===== src/rtl/seg_scan_pkg.sv =====
// Shared constants, types and helpers for the seven-segment digit scanner.
package seg_scan_pkg;

  localparam int unsigned DIGITS  = 8;
  localparam int unsigned DIGIT_W = 3;

  typedef logic [DIGIT_W-1:0] digit_t;

  typedef enum logic {
    PH_ON  = 1'b0,
    PH_OFF = 1'b1
  } blink_phase_e;

  typedef struct packed {
    digit_t idx;
    logic   wrap;
  } next_t;

  function automatic digit_t bit_rev3(input digit_t d);
    return {d[0], d[1], d[2]};
  endfunction

  // Lowest enabled index strictly above cur, wrapping through 0 back to cur itself.
  function automatic next_t next_enabled(input digit_t cur, input logic [DIGITS-1:0] mask);
    next_t  r;
    logic   found;
    digit_t cand;
    r     = '0;
    found = 1'b0;
    for (int unsigned i = 1; i <= DIGITS; i++) begin
      cand = cur + DIGIT_W'(i);
      if (!found && mask[cand]) begin
        found = 1'b1;
        r.idx = cand;
      end
    end
    r.wrap = found && (r.idx <= cur);
    return r;
  endfunction

endpackage


===== src/rtl/seg_scan_ctrl_prescaler.sv =====
// Slot prescaler: counts 0..REFRESH_DIV-1 and flags the terminal count.
module scan_prescaler #(
  parameter int unsigned REFRESH_DIV = 100000
) (
  input  logic clk,
  input  logic reset,
  output logic slot_o
);

  localparam int unsigned    CW   = (REFRESH_DIV > 1) ? $clog2(REFRESH_DIV) : 1;
  localparam logic [CW-1:0]  LAST = CW'(REFRESH_DIV - 1);

  logic [CW-1:0] cnt_q, cnt_d;

  always_comb begin
    cnt_d = (cnt_q == LAST) ? '0 : cnt_q + CW'(1);
  end

  always_ff @(posedge clk) begin
    if (reset) cnt_q <= '0;
    else       cnt_q <= cnt_d;
  end

  assign slot_o = (cnt_q == LAST);

endmodule


===== src/rtl/seg_scan_ctrl.sv =====
// 8-digit seven-segment scan sequencer with masked digits and frame tick.
// Optional digit blinking is built when SCAN_BLINK_EN is defined.
module seg_scan_ctrl
  import seg_scan_pkg::*;
#(
  parameter int unsigned REFRESH_DIV  = 100000,
  parameter int unsigned BLINK_FRAMES = 64
) (
  input  logic       clk,
  input  logic       reset,
  input  logic [7:0] en_mask,
  input  logic [7:0] blink_mask,
  output logic [2:0] sel,
  output logic [2:0] digit,
  output logic       blank,
  output logic       frame_tick
);

  logic   slot;
  digit_t ptr_q, ptr_d;
  digit_t digit_q, digit_d;
  digit_t sel_q;
  logic   en_blank_q, en_blank_d;
  logic   blank_q, blank_d;
  logic   tick_q, tick_d;
  next_t  nx;

  scan_prescaler #(
    .REFRESH_DIV(REFRESH_DIV)
  ) u_prescaler (
    .clk   (clk),
    .reset (reset),
    .slot_o(slot)
  );

  // Pointer starts at 7 so the first boundary lands on the lowest enabled digit.
  always_comb begin
    ptr_d      = ptr_q;
    digit_d    = digit_q;
    en_blank_d = en_blank_q;
    tick_d     = 1'b0;
    nx         = next_enabled(ptr_q, en_mask);
    if (slot) begin
      if (en_mask == '0) begin
        en_blank_d = 1'b1;
      end else begin
        ptr_d      = nx.idx;
        digit_d    = nx.idx;
        en_blank_d = 1'b0;
        tick_d     = nx.wrap;
      end
    end
  end

`ifdef SCAN_BLINK_EN
  localparam int unsigned   FW    = (BLINK_FRAMES > 1) ? $clog2(BLINK_FRAMES) : 1;
  localparam logic [FW-1:0] FLAST = FW'(BLINK_FRAMES - 1);

  logic [FW-1:0] fcnt_q, fcnt_d;
  blink_phase_e  phase_q, phase_d;

  always_comb begin
    fcnt_d  = fcnt_q;
    phase_d = phase_q;
    if (tick_d) begin
      if (fcnt_q == FLAST) begin
        fcnt_d  = '0;
        phase_d = (phase_q == PH_ON) ? PH_OFF : PH_ON;
      end else begin
        fcnt_d = fcnt_q + FW'(1);
      end
    end
  end

  always_ff @(posedge clk) begin
    if (reset) begin
      fcnt_q  <= '0;
      phase_q <= PH_ON;
    end else begin
      fcnt_q  <= fcnt_d;
      phase_q <= phase_d;
    end
  end

  assign blank_d = en_blank_d | ((phase_d == PH_OFF) & blink_mask[digit_d]);
`else
  logic unused_blink;
  assign unused_blink = ^blink_mask | (BLINK_FRAMES == 0);
  assign blank_d      = en_blank_d;
`endif

  always_ff @(posedge clk) begin
    if (reset) begin
      ptr_q      <= DIGIT_W'(DIGITS - 1);
      digit_q    <= '0;
      sel_q      <= '0;
      en_blank_q <= 1'b1;
      blank_q    <= 1'b1;
      tick_q     <= 1'b0;
    end else begin
      ptr_q      <= ptr_d;
      digit_q    <= digit_d;
      sel_q      <= bit_rev3(digit_d);
      en_blank_q <= en_blank_d;
      blank_q    <= blank_d;
      tick_q     <= tick_d;
    end
  end

  assign sel        = sel_q;
  assign digit      = digit_q;
  assign blank      = blank_q;
  assign frame_tick = tick_q;

endmodule


===== config.mk =====
export PLATFORM = sky130hd
export DESIGN_NAME = seg_scan_ctrl
export DESIGN_NICKNAME = d
export VERILOG_FILES = /design/src/rtl/seg_scan_pkg.sv /design/src/rtl/seg_scan_ctrl_prescaler.sv /design/src/rtl/seg_scan_ctrl.sv
export SDC_FILE = /design/constraint.sdc
export NUM_CORES = 1
export LEC_CHECK = 0
export CAP_MARGIN = 20
export CORE_MARGIN = 3
export CORE_UTILIZATION = 51
export DETAILED_ROUTE_END_ITERATION = 7
export GPL_TIMING_DRIVEN = 0
export PLACE_DENSITY_LB_ADDON = 0.05
export SLEW_MARGIN = 10
export SYNTH_ARGS = -nofsm -noshare
export SYNTH_HDL_FRONTEND = slang
export SYNTH_SLANG_ARGS = --single-unit

===== constraint.sdc =====
create_clock -name clk -period 3.36 [get_ports clk]
set_input_delay 0.504 -clock clk [delete_from_list [all_inputs] [get_ports clk]]
set_output_delay 0.504 -clock clk [all_outputs]
set_load 0.05 [all_outputs]

==> flow_metrics.tcl <==
set metrics [dict create \
    status "complete, no violations" \
    crit_required_ns 3.51 \
    crit_path_end_kind "register" \
    synth-xor-area-share 0.0704 \
    h-tree-depth 1 \
    drive_gt1_frac 0.235 \
    grt_pass1_vias 1886 \
    syn_area_per_cell_sq_um 8.52 \
    yosysSeqAreaShare 0.239 \
    syn_area_sq_mm 0.00210 \
    clk_pin_slew_ns 0.08 \
    holdWs_ns 0.480 \
    fmax_ghz 0.298 \
    synth_edf_count 0 \
    dieArea_sq_mm 0.00491 \
    slew_headroom 0.638 \
    synth_top_family_by_area "simple AND/OR/NAND/NOR gates" \
    hp-class "reg2reg" \
    vdd_drop_max_mv 0.252 \
    wire_per_inst_um 16.8 \
    crit_family "compound AO/OA/AOI/OAI gates" \
    start_util 0.552 \
    ys_ff_latch 25 \
    viasPerCell 6.14 \
    coreArea_sq_mm 0.00380 \
    worstMarginPinSlew_ns 0.544 \
    slowest_delay_ns 0.61 \
    cts_tree "done" \
    synth-simple-area-share 0.233 \
    rsz0062_at_grt "yes" \
    ys_warn_count 0 \
    finalHoldViolCount 0 \
    yosysUniqueCellTypes 58 \
    vias 2020 \
    rows 22 \
    synth-async-reset-ratio 0 \
    grt_max_degree 15 \
    cp-start-kind "input port" \
    synth_mux_area_frac 0.192 \
    p_leak_uw 0.000994 \
    die_w_um 70.1 \
    p_per_area_mw_per_mm2 219 \
    synth_ff_type "dfxtp_1" \
    synth_compound_area_frac 0.170 \
    grt_antenna_before_repair 0 \
    area_delta_synth_final_pct 24.1 \
    drtAntennaViolNets 0 \
    gp_congestion 0.884 \
    syn_inst 246 \
    cts_sinks 25 \
    drtIter0Drc 212 \
    hpwl_mm 3.77 \
    slew_violations 0 \
    clk_path_buf_depth 2 \
    antenna-diode-count 0 \
    firstDrtPassIters 5 \
    track_usage 0.218 \
    cts_buffers 3 \
    total_power_uw 569 \
    post-route-period-util 1.00 \
    crit_arrival_ns 3.51 \
    period_needed_ns 3.36 \
    final_area_sq_mm 0.00260 \
    die_h_um 70.1 \
    io_pins 26 \
    grt_pass1_wl_mm 8.78 \
    dpl-instance-area_sq_mm 0.00232 \
    clock_latency_ns 0.27 \
    drc 0 \
    nNetsFinal 306 \
    portBuffers 16 \
    cts_hold_buf 0 \
    cts-root-buf "clkbuf_8" \
    skew_ns 0.00637 \
    synth_fa_ha_area_frac 0.0358 \
    setup_viol 0 \
    overflow 0 \
    maxCapViolations 0 \
    worstPathCellList "clkdlybuf4s50_1 > mux4_2 > a221o_1 > a31o_2 > a32oi_1 > o41a_1 > nor2_1 > ha_1 > a21oi_1 > a31oi_1 > nor3_1" \
    syn_nets 270 \
    worst-path-buf-inv 1 \
    cp_slowest_cell "mux4_2" \
    routed_wirelength_mm 5.53 \
    crit_fanout 8 \
    path_class "in2reg" \
]
[layout by cell type, fill, tap and decap left out, types with 3 or more instances in the layout]
cell type        Yosys  layout
mux2i_1             10       8
dfxtp_1             25      23
inv_1               12       9
nand4_1              3       3
nand3_1             11      11
nand2b_1             5       5
nor3_1               5       4
xor2_1               7       7
or3_1                3       3
clkbuf_8             0       3
mux4_2               7      10
nor4_1               3       3
nor2_1              26      26
or2_2                3       3
a22oi_1              3       3
a31oi_1              4       4
o21ai_0              6       5
xnor2_1              8       7
and3_1               6       6
buf_4                3      19
ha_1                 6       4
nand2_1             23      22
clkbuf_1             4       3
clkdlybuf4s50_1      0      16
a21oi_1             14      14
[report_power, final]
group	internal, uW	total (uW)	switching, uW
clock network	83.0	173	90.1
logic	44.1	95.3	51.2
registers	298	301	2.68
total	425	569	144
[per-layer routing]
layer | track usage | part of all wire | vias up
met4 | 0.102 | 0.028 | 0
li1 | - | - | 972
met2 | 0.365 | 0.50 | 79
met5 | 0 | 0 | -
met1 | 0.281 | 0.43 | 950
met3 | 0.0201 | 0.043 | 19
[metrics by stage]
stage / setup slack [ns] / instances / utilization / TNS [ns]
after floorplan: 0.0626 / 246 / - / 0
after global placement: -0.417 / 310 / 0.610 / -0.566
after detailed placement: -0.405 / 310 / 0.610 / -0.558
after CTS: 0.0184 / 315 / 0.641 / 0
after global routing: -0.150 / 329 / 0.684 / -0.150
final: 0.000694 / 329 / 0.684 / 0
[layout make-up]
class | count | area, sq um
Buffer | 13 | 105
Clock buffer | 3 | 41.3
Clock inverter | 1 | 5.00
Fill cell | 324 | 1200
Inverter | 12 | 52.6
Multi-Input combinational cell | 194 | 1530
Sequential cell | 25 | 505
Tap cell | 48 | 60.1
Timing Repair Buffer | 33 | 305
[sequential cells by signal, summed over array words and instances (netlist names)]
signal and flops:
sel 1, digit 2, blank 1, frame_tick 1, u_prescaler.cnt_q 17, ptr_q 3
[synth_stat cells, types with 4 or more instances]
master,instances,area [sq um]
mux2i_1,10,100
ha_1,6,75.1
nand2b_1,5,31.3
clkbuf_1,4,15.0
and3_1,6,37.5
nor2_1,26,97.6
mux4_2,7,158
a31oi_1,4,25.0
nand3_1,11,55.1
a21oi_1,14,70.1
buf_2,4,20.0
xor2_1,7,61.3
nor3_1,5,25.0
inv_1,12,45.0
mux4_1,4,105
o21ai_0,6,30.0
xnor2_1,8,70.1
dfxtp_1,25,500
nand2_1,23,86.3
[cell families (layout without fill, tap and decap cells)]
| group | count (synthesis) | in the layout |
|---|---|---|
| AND/OR/NAND/NOR | 97 | 97 |
| buffers and inverters | 27 | 62 |
| XOR/XNOR | 16 | 16 |
| multiplexers | 24 | 24 |
| flip-flops | 25 | 25 |
| adder cells (fa/ha/maj) | 6 | 6 |
| AO/OA/AOI/OAI | 51 | 51 |
[repair_timing]
item	CTS	global route
pin swaps	0	8
setup endpoints to repair	3	2
gates cloned	0	1
setup buffers	3	13
resized for setup	16	14
[final timing paths]
path | cells past startpoint | startpoint | endpoint | slack, ns
worst min-delay path | 1 | u_prescaler.cnt_q[0] | u_prescaler.cnt_q[0] | 0.48
worst max register to register | 15 | ptr_q[0] | frame_tick | 0.03
worst max-delay path | 11 | en_mask[5] | frame_tick | 0.0007
worst min register to register | 1 | u_prescaler.cnt_q[0] | u_prescaler.cnt_q[0] | 0.48
Note: power is estimated with default switching activity, not from simulation.
